`src/rtl/add_sub_stage.sv`:
```
// Two-stage add/sub pipeline (operand stage, result stage) driving an external 32-bit adder.
// Define ADD_SUB_FLAGS_EN to build N/Z/C/V flags and the carry register used by ADC/SBB.
module add_sub_stage #(
  parameter int unsigned WIDTH = 32
) (
  input  logic             clk,
  input  logic             rst_n,
  input  logic             in_valid,
  output logic             in_ready,
  input  logic [WIDTH-1:0] in_a,
  input  logic [WIDTH-1:0] in_b,
  input  logic [1:0]       in_op,
  output logic [WIDTH-1:0] add_a,
  output logic [WIDTH-1:0] add_b,
  output logic             add_cin,
  input  logic [WIDTH-1:0] add_sum,
  input  logic             add_cout,
  output logic             out_valid,
  input  logic             out_ready,
  output logic [WIDTH-1:0] out_result,
  output logic [3:0]       out_flags
);

  typedef enum logic [1:0] {
    OP_ADD = 2'b00,
    OP_SUB = 2'b01,
    OP_ADC = 2'b10,
    OP_SBB = 2'b11
  } op_t;

  logic             s1_valid;
  logic [WIDTH-1:0] s1_a;
  logic [WIDTH-1:0] s1_b;
  op_t              s1_op;
  logic             s2_valid;
  logic             s1_adv;
  logic             in_xfer;

  assign s1_adv    = s1_valid && (!s2_valid || out_ready);
  assign in_ready  = !s1_valid || s1_adv;
  assign in_xfer   = in_valid && in_ready;
  assign out_valid = s2_valid;

`ifdef ADD_SUB_FLAGS_EN
  logic carry_reg;
`endif

  // Adder operands are forced to zero whenever S1 is empty.
  always_comb begin
    add_a   = '0;
    add_b   = '0;
    add_cin = 1'b0;
    if (s1_valid) begin
      add_a = s1_a;
      add_b = (s1_op == OP_SUB || s1_op == OP_SBB) ? ~s1_b : s1_b;
      unique case (s1_op)
        OP_ADD: add_cin = 1'b0;
        OP_SUB: add_cin = 1'b1;
`ifdef ADD_SUB_FLAGS_EN
        OP_ADC: add_cin = carry_reg;
        OP_SBB: add_cin = ~carry_reg;
`else
        OP_ADC: add_cin = 1'b0;
        OP_SBB: add_cin = 1'b1;
`endif
        default: add_cin = 1'b0;
      endcase
    end
  end

  always_ff @(posedge clk) begin
    if (!rst_n) begin
      s1_valid <= 1'b0;
      s1_a     <= '0;
      s1_b     <= '0;
      s1_op    <= OP_ADD;
    end else if (in_xfer) begin
      s1_valid <= 1'b1;
      s1_a     <= in_a;
      s1_b     <= in_b;
      s1_op    <= op_t'(in_op);
    end else if (s1_adv) begin
      s1_valid <= 1'b0;
    end
  end

  always_ff @(posedge clk) begin
    if (!rst_n) begin
      s2_valid   <= 1'b0;
      out_result <= '0;
    end else if (s1_adv) begin
      s2_valid   <= 1'b1;
      out_result <= add_sum;
    end else if (out_ready) begin
      s2_valid   <= 1'b0;
    end
  end

`ifdef ADD_SUB_FLAGS_EN
  logic [3:0] flags_next;

  always_comb begin
    flags_next    = '0;
    flags_next[3] = add_sum[WIDTH-1];
    flags_next[2] = (add_sum == '0);
    flags_next[1] = add_cout;
    flags_next[0] = (add_a[WIDTH-1] == add_b[WIDTH-1]) &&
                    (add_sum[WIDTH-1] != add_a[WIDTH-1]);
  end

  // carry_reg follows every advancing result so a back-to-back ADC/SBB sees it next cycle.
  always_ff @(posedge clk) begin
    if (!rst_n) begin
      out_flags <= '0;
      carry_reg <= 1'b0;
    end else if (s1_adv) begin
      out_flags <= flags_next;
      carry_reg <= add_cout;
    end
  end
`else
  logic unused_cout;
  assign unused_cout = add_cout;
  assign out_flags   = '0;
`endif

endmodule

```
`config.mk`:
```
export PLATFORM = sky130hd
export DESIGN_NAME = add_sub_stage
export DESIGN_NICKNAME = d
export VERILOG_FILES = /design/src/rtl/add_sub_stage.sv
export SDC_FILE = /design/constraint.sdc
export NUM_CORES = 1
export LEC_CHECK = 0
export ABC_CLOCK_PERIOD_IN_PS = 2800
export BUFFER_PORTS_ARGS = -buffer_cell sky130_fd_sc_hd__buf_2
export CAP_MARGIN = 40
export CORE_UTILIZATION = 51
export DETAILED_ROUTE_END_ITERATION = 10
export HOLD_SLACK_MARGIN = 0.12
export PLACE_DENSITY = 0.84
export SLEW_MARGIN = 20
export SYNTH_ARGS = -nofsm -noshare
export SYNTH_HDL_FRONTEND = slang
export SYNTH_SLANG_ARGS = --single-unit
```
`constraint.sdc`:
```
create_clock -name clk -period 2.8 [get_ports clk]
set_input_delay 0.56 -clock clk [delete_from_list [all_inputs] [get_ports clk]]
set_output_delay 0.56 -clock clk [all_outputs]
set_load 0.05 [all_outputs]
```
==> results of run 1 <==
==> cell type report <==
class	count	area share (%)
Multi-Input combinational cell	399	40.8
Sequential cell	99	34.1
Timing Repair Buffer	211	19.5
Clock buffer	12	2.66
Tap cell	108	2.32
Clock inverter	4	0.580
Inverter	1	0.0645
==> layer usage <==
metal	vias to the layer above	routed length, µm
met4	0	272
met2	145	5550
li1	2107	-
met3	21	645
met1	1990	4640
met5	-	0
==> cells in the final DEF, fill, tap and decap left out, types with 2 or more instances in the layout <==
cell | synthesis | final
buf_2 | 15 | 198
nand2_1 | 131 | 131
dfxtp_1 | 99 | 97
mux2i_1 | 65 | 65
and2_1 | 33 | 33
xnor2_1 | 32 | 32
nor2_1 | 32 | 32
nand3_1 | 32 | 32
o21ai_0 | 32 | 32
a21boi_0 | 17 | 17
a21boi_1 | 16 | 16
clkbuf_8 | 0 | 11
buf_4 | 6 | 10
conb_1 | 1 | 4
clkinv_4 | 0 | 2
buf_12 | 0 | 2
dfxtp_2 | 0 | 2
==> cell families after synthesis <==
group,after synthesis
other,1
buffers and inverters,57
muxes,65
and+or+nand+nor,231
DFF,99
xor gates and xnor gates,32
AOI/OAI and AO/OA,67
==> worst paths after layout <==
check	endpoint	slack, ps	cells after the start
hold / removal	s1_b[23]	440	3
setup reg to reg	s1_b[30]	1060	5
hold reg to reg	s1_a[4]	450	2
setup / recovery	add_b[2]	450	4
==> power by group through the flow <==
stage / clock network [W] / logic [W] / registers [W]
after detailed placement: 0 / 0.000666 / 0.00157
after CTS: 0.000889 / 0.000668 / 0.00154
after global routing: 0.000953 / 0.000712 / 0.00155
after floorplan: 0 / 0.000428 / 0.00164
after global placement: 0 / 0.000647 / 0.00157
final: 0.000868 / 0.000664 / 0.00154
==> worst register-to-register path, stage by stage, from the launching register on <==
cell,delay (ps)
dfxtp_1,330
nor2b_2,200
a21boi_4,140
buf_4,440
buf_16,310
mux2i_1,250
==> sequential cells by signal, summed over array words and instances (netlist names) <==
register / cells
s1_b: 32
s1_op: 1
out_result: 32
s1_valid: 1
out_valid: 1
s1_a: 32
==> stage by stage <==
step                setup WS (ps)  utilization [%]  power [W]  hold slack, ps
floorplan                     621                -    0.00207             430
global placement              745             64.0    0.00221             437
detailed placement            819             64.3    0.00224             444
CTS                           433             66.4    0.00310             433
global route                  316             66.4    0.00322             432
finish                        454             66.4    0.00307             445
==> metrics.yaml, run 1 <==
grt_max_degree: 101
met3_usage_pct: 4.60
synth_mux_area_share_pct: 14.0
synth_seq_cells: 99
wl_um: 11100
cp-startpoint: "s1_valid"
synthesis.area_um2: 4660
die_x_um: 97.6
min_period_over_period_pct: 83.8
core_um2: 8760
rsz0062_at_grt: "no"
via_per_inst: 5.11
yosys_warnings: 0
path_clk_slew_ps: 100
synth_edf_count: 0
power_density_nw_per_um2: 528
synth_xor_area_share_pct: 6.01
layout-drive-gt1-share_pct: 31.7
slew_violations: 0
clock_latency_ps: 350
ys_seq_area_share_pct: 42.5
wire_per_inst_um: 13.3
dpl.hpwl_um: 7830
required_ps: 2240
skew_ps: 14.4
drc: 0
grt_pass1_vias: 4064
synth-simple-area-share_pct: 21.4
critical_path_class: "reg2out"
crit_buf_inv: 3
syn_to_final_growth_pct: 24.9
track_usage_pct: 22.9
final_nets: 824
stdcell_count: 834
maxCapViolCount: 0
slew-limit-headroom_pct: 59.3
htreeDepth: 3
finalHoldViolCount: 0
numCtsBuffers: 9
crit_fanout: 33
yosys.area.top_type: "dfxtp_1"
post_synth_num_cell_types: 21
hold_buffers: 0
grt_use_met2_pct: 40.7
fin_area_um2: 5820
cts_resized: 0
grt.overflow.total: 0
cp-start-kind: "flop"
post-cts-setup-buffer-count: 0
place_area_um2: 5630
async_flop_share_pct: 0
gp_congestion: 0.802
crit_chain: "clkinv_1, buf_4, nor2_1, buf_2"
rows: 34
crit_family: "buffers and inverters"
seq_area_um2: 1980
status: "finished, final reports clean"
multi_input_area_um2: 2380
cpPeakStageDelay_ps: 610
avgSynthCellArea_um2: 8.44
intPower_w: 0.00210
net-switching-power_w: 0.000971
p_sw_share_pct: 31.6
vias: 4263
grt_first_pass_wirelength_um: 18200
pwr-share-comb_pct: 21.6
drt_iter0_drc: 103
setup_viol: 0
synth_area_leaders: "dfxtp_1 (43%), mux2i_1 (14%), nand2_1 (11%)"
vdd_drop_max_mv: 0.221
die-area_um2: 9520
diodes: 0
fill_cells: 715
ant_nets: 0
gr-max-usage-layer: "met2"
use_met1_pct: 27.2
place_inst: 818
cpMaxStageDelayCell: "dfxtp_2"
power.leakage_nw: 2.84
synthTopCellsByCount: "nand2_1 (131), dfxtp_1 (99), mux2i_1 (65)"
finalCriticalPeriod_ps: 2350
timing.rr.start: "out_valid"
synthFlopType: "dfxtp_1"
cp.arrival_ps: 1790
power_frac_seq_pct: 50.1
cp-end-kind: "primary output"
drt_first_pass_iters: 4
antenna_found_initial: 0
synth_compound_area_share_pct: 9.26
synth_cells: 552
cts_tree: "done"
worst_slew_pin_slew_ps: 610
synth.most_common_cell: "nand2_1"
hp-class: "in2reg"
clkPwrFrac_pct: 28.2
initial_core_util_pct: 53.2
synth_top_family_by_area: "simple AND/OR/NAND/NOR gates"
portBuffers: 199
die_height_um: 97.6
cts_buffer_depth: 2
max_freq_mhz: 426
synthAdderAreaFrac_pct: 0
synth_top_area_share_pct: 42.5
cts.sinks: 99
ios: 206
worstHoldStart: "in_b[23]"
tns_ps: 0
cts-root-buf: "clkbuf_8"
Power figures use the tool's default switching activity.
==> run 2: changes to the inputs <==
--- a/config.mk
+++ b/config.mk
@@ -5,13 +5,13 @@
 export SDC_FILE = /design/constraint.sdc
 export NUM_CORES = 1
 export LEC_CHECK = 0
-export ABC_CLOCK_PERIOD_IN_PS = 2800
+export ABC_CLOCK_PERIOD_IN_PS = 2300
 export BUFFER_PORTS_ARGS = -buffer_cell sky130_fd_sc_hd__buf_2
 export CAP_MARGIN = 40
-export CORE_UTILIZATION = 51
+export CORE_UTILIZATION = 48
 export DETAILED_ROUTE_END_ITERATION = 10
 export HOLD_SLACK_MARGIN = 0.12
-export PLACE_DENSITY = 0.84
+export PLACE_DENSITY = 0.8
 export SLEW_MARGIN = 20
 export SYNTH_ARGS = -nofsm -noshare
 export SYNTH_HDL_FRONTEND = slang
==> constraint.sdc (replaced) <==
create_clock -name clk -period 2.3 [get_ports clk]
set_input_delay 0.46 -clock clk [delete_from_list [all_inputs] [get_ports clk]]
set_output_delay 0.46 -clock clk [all_outputs]
set_load 0.05 [all_outputs]
==> run 2 against run 1 <==
Count of clock-buffer cells in the layout fell by 1. Highest routed layer unchanged. Flip-flop and latch count unchanged. Die area is 6.1% higher. Global-route usage fell by 1.9 points. Largest power group unchanged. Register-to-register slack worse by 400 ps. Sequential share of layout area is 0.095 points higher. Hold slack got worse by 100 ps. Non-clock buffer count is 2 lower. First-iteration DRC count up 23%. Core utilization is 4.2 points lower. Critical path depth unchanged.
==> metrics.yaml, run 2 (same netlist as run 1, synthesis figures left out) <==
tns_ps: 0
final_core_util_pct: 62.3
net-switching-power_w: 0.00117
die_x_um: 101
vias: 4159
finalCriticalPeriod_ps: 2150
layout-drive-gt1-share_pct: 31.4
clkPwrFrac_pct: 26.9
wl_um: 10900
grt.overflow.total: 0
crit_chain: "buf_12, xnor2_1, nor2_1, buf_2"
final_common_cell: "buf_2"
cpMaxStageDelayCell: "dfxtp_2"
status: "finished, final reports clean"
maxCapViolCount: 0
grt_pass1_vias: 3826
fill_cells: 838
grt_max_degree: 165
antenna_found_initial: 0
dpl.hpwl_um: 7550
die_height_um: 101
cts_buffer_depth: 2
htreeDepth: 3
worst_slew_pin_slew_ps: 663
reg_top3: "out_result: 32 flops, s1_a: 32 flops, s1_b: 32 flops"
required_ps: 1840
drt_first_pass_iters: 4
clock_latency_ps: 350
mostFrequentLayoutCells: "buf_2 (198), nand2_1 (131), dfxtp_1 (97), mux2i_1 (65), and2_1 (33)"
ios: 206
cpPeakStageDelay_ps: 580
power.leakage_nw: 2.81
grt_first_pass_wirelength_um: 17200
post-cts-setup-buffer-count: 0
power_density_nw_per_um2: 631
portBuffers: 199
final_nets: 822
syn_to_final_growth_pct: 24.6
reg2reg_depth: 5
rsz0062_at_grt: "no"
skew_ps: 15.2
core_um2: 9330
hp-class: "in2reg"
gp_congestion: 0.755
crit_fanout: 23
p_sw_share_pct: 32.0
max_freq_mhz: 465
crit_family: "flip-flops"
cp.arrival_ps: 1690
diodes: 0
min_period_over_period_pct: 93.5
crit_buf_inv: 2
via_per_inst: 4.88
wire_per_inst_um: 12.8
slew-limit-headroom_pct: 55.8
initial_core_util_pct: 50.0
cts-root-buf: "clkbuf_8"
die-area_um2: 10100
drt_iter0_drc: 127
power_frac_seq_pct: 51.2
setup_viol: 0
numCtsBuffers: 9
finalHoldViolCount: 0
intPower_w: 0.00249
ant_nets: 0
cts_resized: 0
critical_path_class: "reg2out"
cts.sinks: 99
vdd_drop_max_mv: 0.280
cts_tree: "done"
pwr-share-comb_pct: 21.9
rows: 35
path_clk_slew_ps: 100
hold_buffers: 0
slew_violations: 0
cp-end-kind: "primary output"
cp-start-kind: "flop"
track_usage_pct: 21.1
hold_depth: 3
path_depth: 4
drc: 0
run 2: final timing paths:
| check | start | end | slack, ps |
|---|---|---|---|
| max reg2reg | out_valid | s1_b[6] | 660 |
| max | s1_op[0] | add_b[22] | 150 |
| min | in_b[7] | s1_b[7] | 340 |
| min reg2reg | s1_a[20] | s1_a[20] | 450 |
run 2: area by class of cell:
| class | count | area, µm² | area share (%) |
|---|---|---|---|
| Inverter | 1 | 3.75 | 0.0646 |
| Tap cell | 129 | 161 | 2.78 |
| Sequential cell | 99 | 1980 | 34.2 |
| Clock inverter | 5 | 37.5 | 0.646 |
| Multi-Input combinational cell | 399 | 2380 | 40.9 |
| Clock buffer | 11 | 131 | 2.26 |
| Timing Repair Buffer | 209 | 1110 | 19.1 |
run 2: per-stage QoR:
step	hold slack [ps]	setup WS [ps]	area, µm²	cells	total power, W
2_1_floorplan	430	221	4670	555	0.00252
3_3_place_gp	438	540	5640	837	0.00270
3_5_place_dp	445	523	5640	837	0.00272
4_1_cts	319	120	5810	853	0.00372
5_1_grt	329	28.4	5810	853	0.00385
6_report	342	149	5810	853	0.00366
run 2: power by group through the flow:
stage / logic (W) / clock network (W) / registers (W)
finish: 0.000803 / 0.000987 / 0.00187
global route: 0.000864 / 0.00110 / 0.00189
CTS: 0.000808 / 0.00104 / 0.00188
detailed placement: 0.000807 / 0 / 0.00191
global placement: 0.000791 / 0 / 0.00191
floorplan: 0.000521 / 0 / 0.00199
run 2: routing by layer:
layer	GRT usage [%]	part of all wire (%)	vias to the layer above	wire (µm)
met5	0	0	-	0
met4	6.13	0.80	0	87
met3	4.58	6.5	6	711
met2	38.7	49	137	5400
met1	24.5	43	1910	4730
li1	-	-	2106	-
run 2: worst reg2reg max path: cells and delay by family (launching register included):
| kind | cells | cell delay (ps) |
|---|---|---|
| and+or+nand+nor | 1 | 170 |
| DFF | 1 | 320 |
| muxes | 1 | 310 |
| AOI/OAI and AO/OA | 1 | 190 |
| buffers and inverters | 2 | 590 |
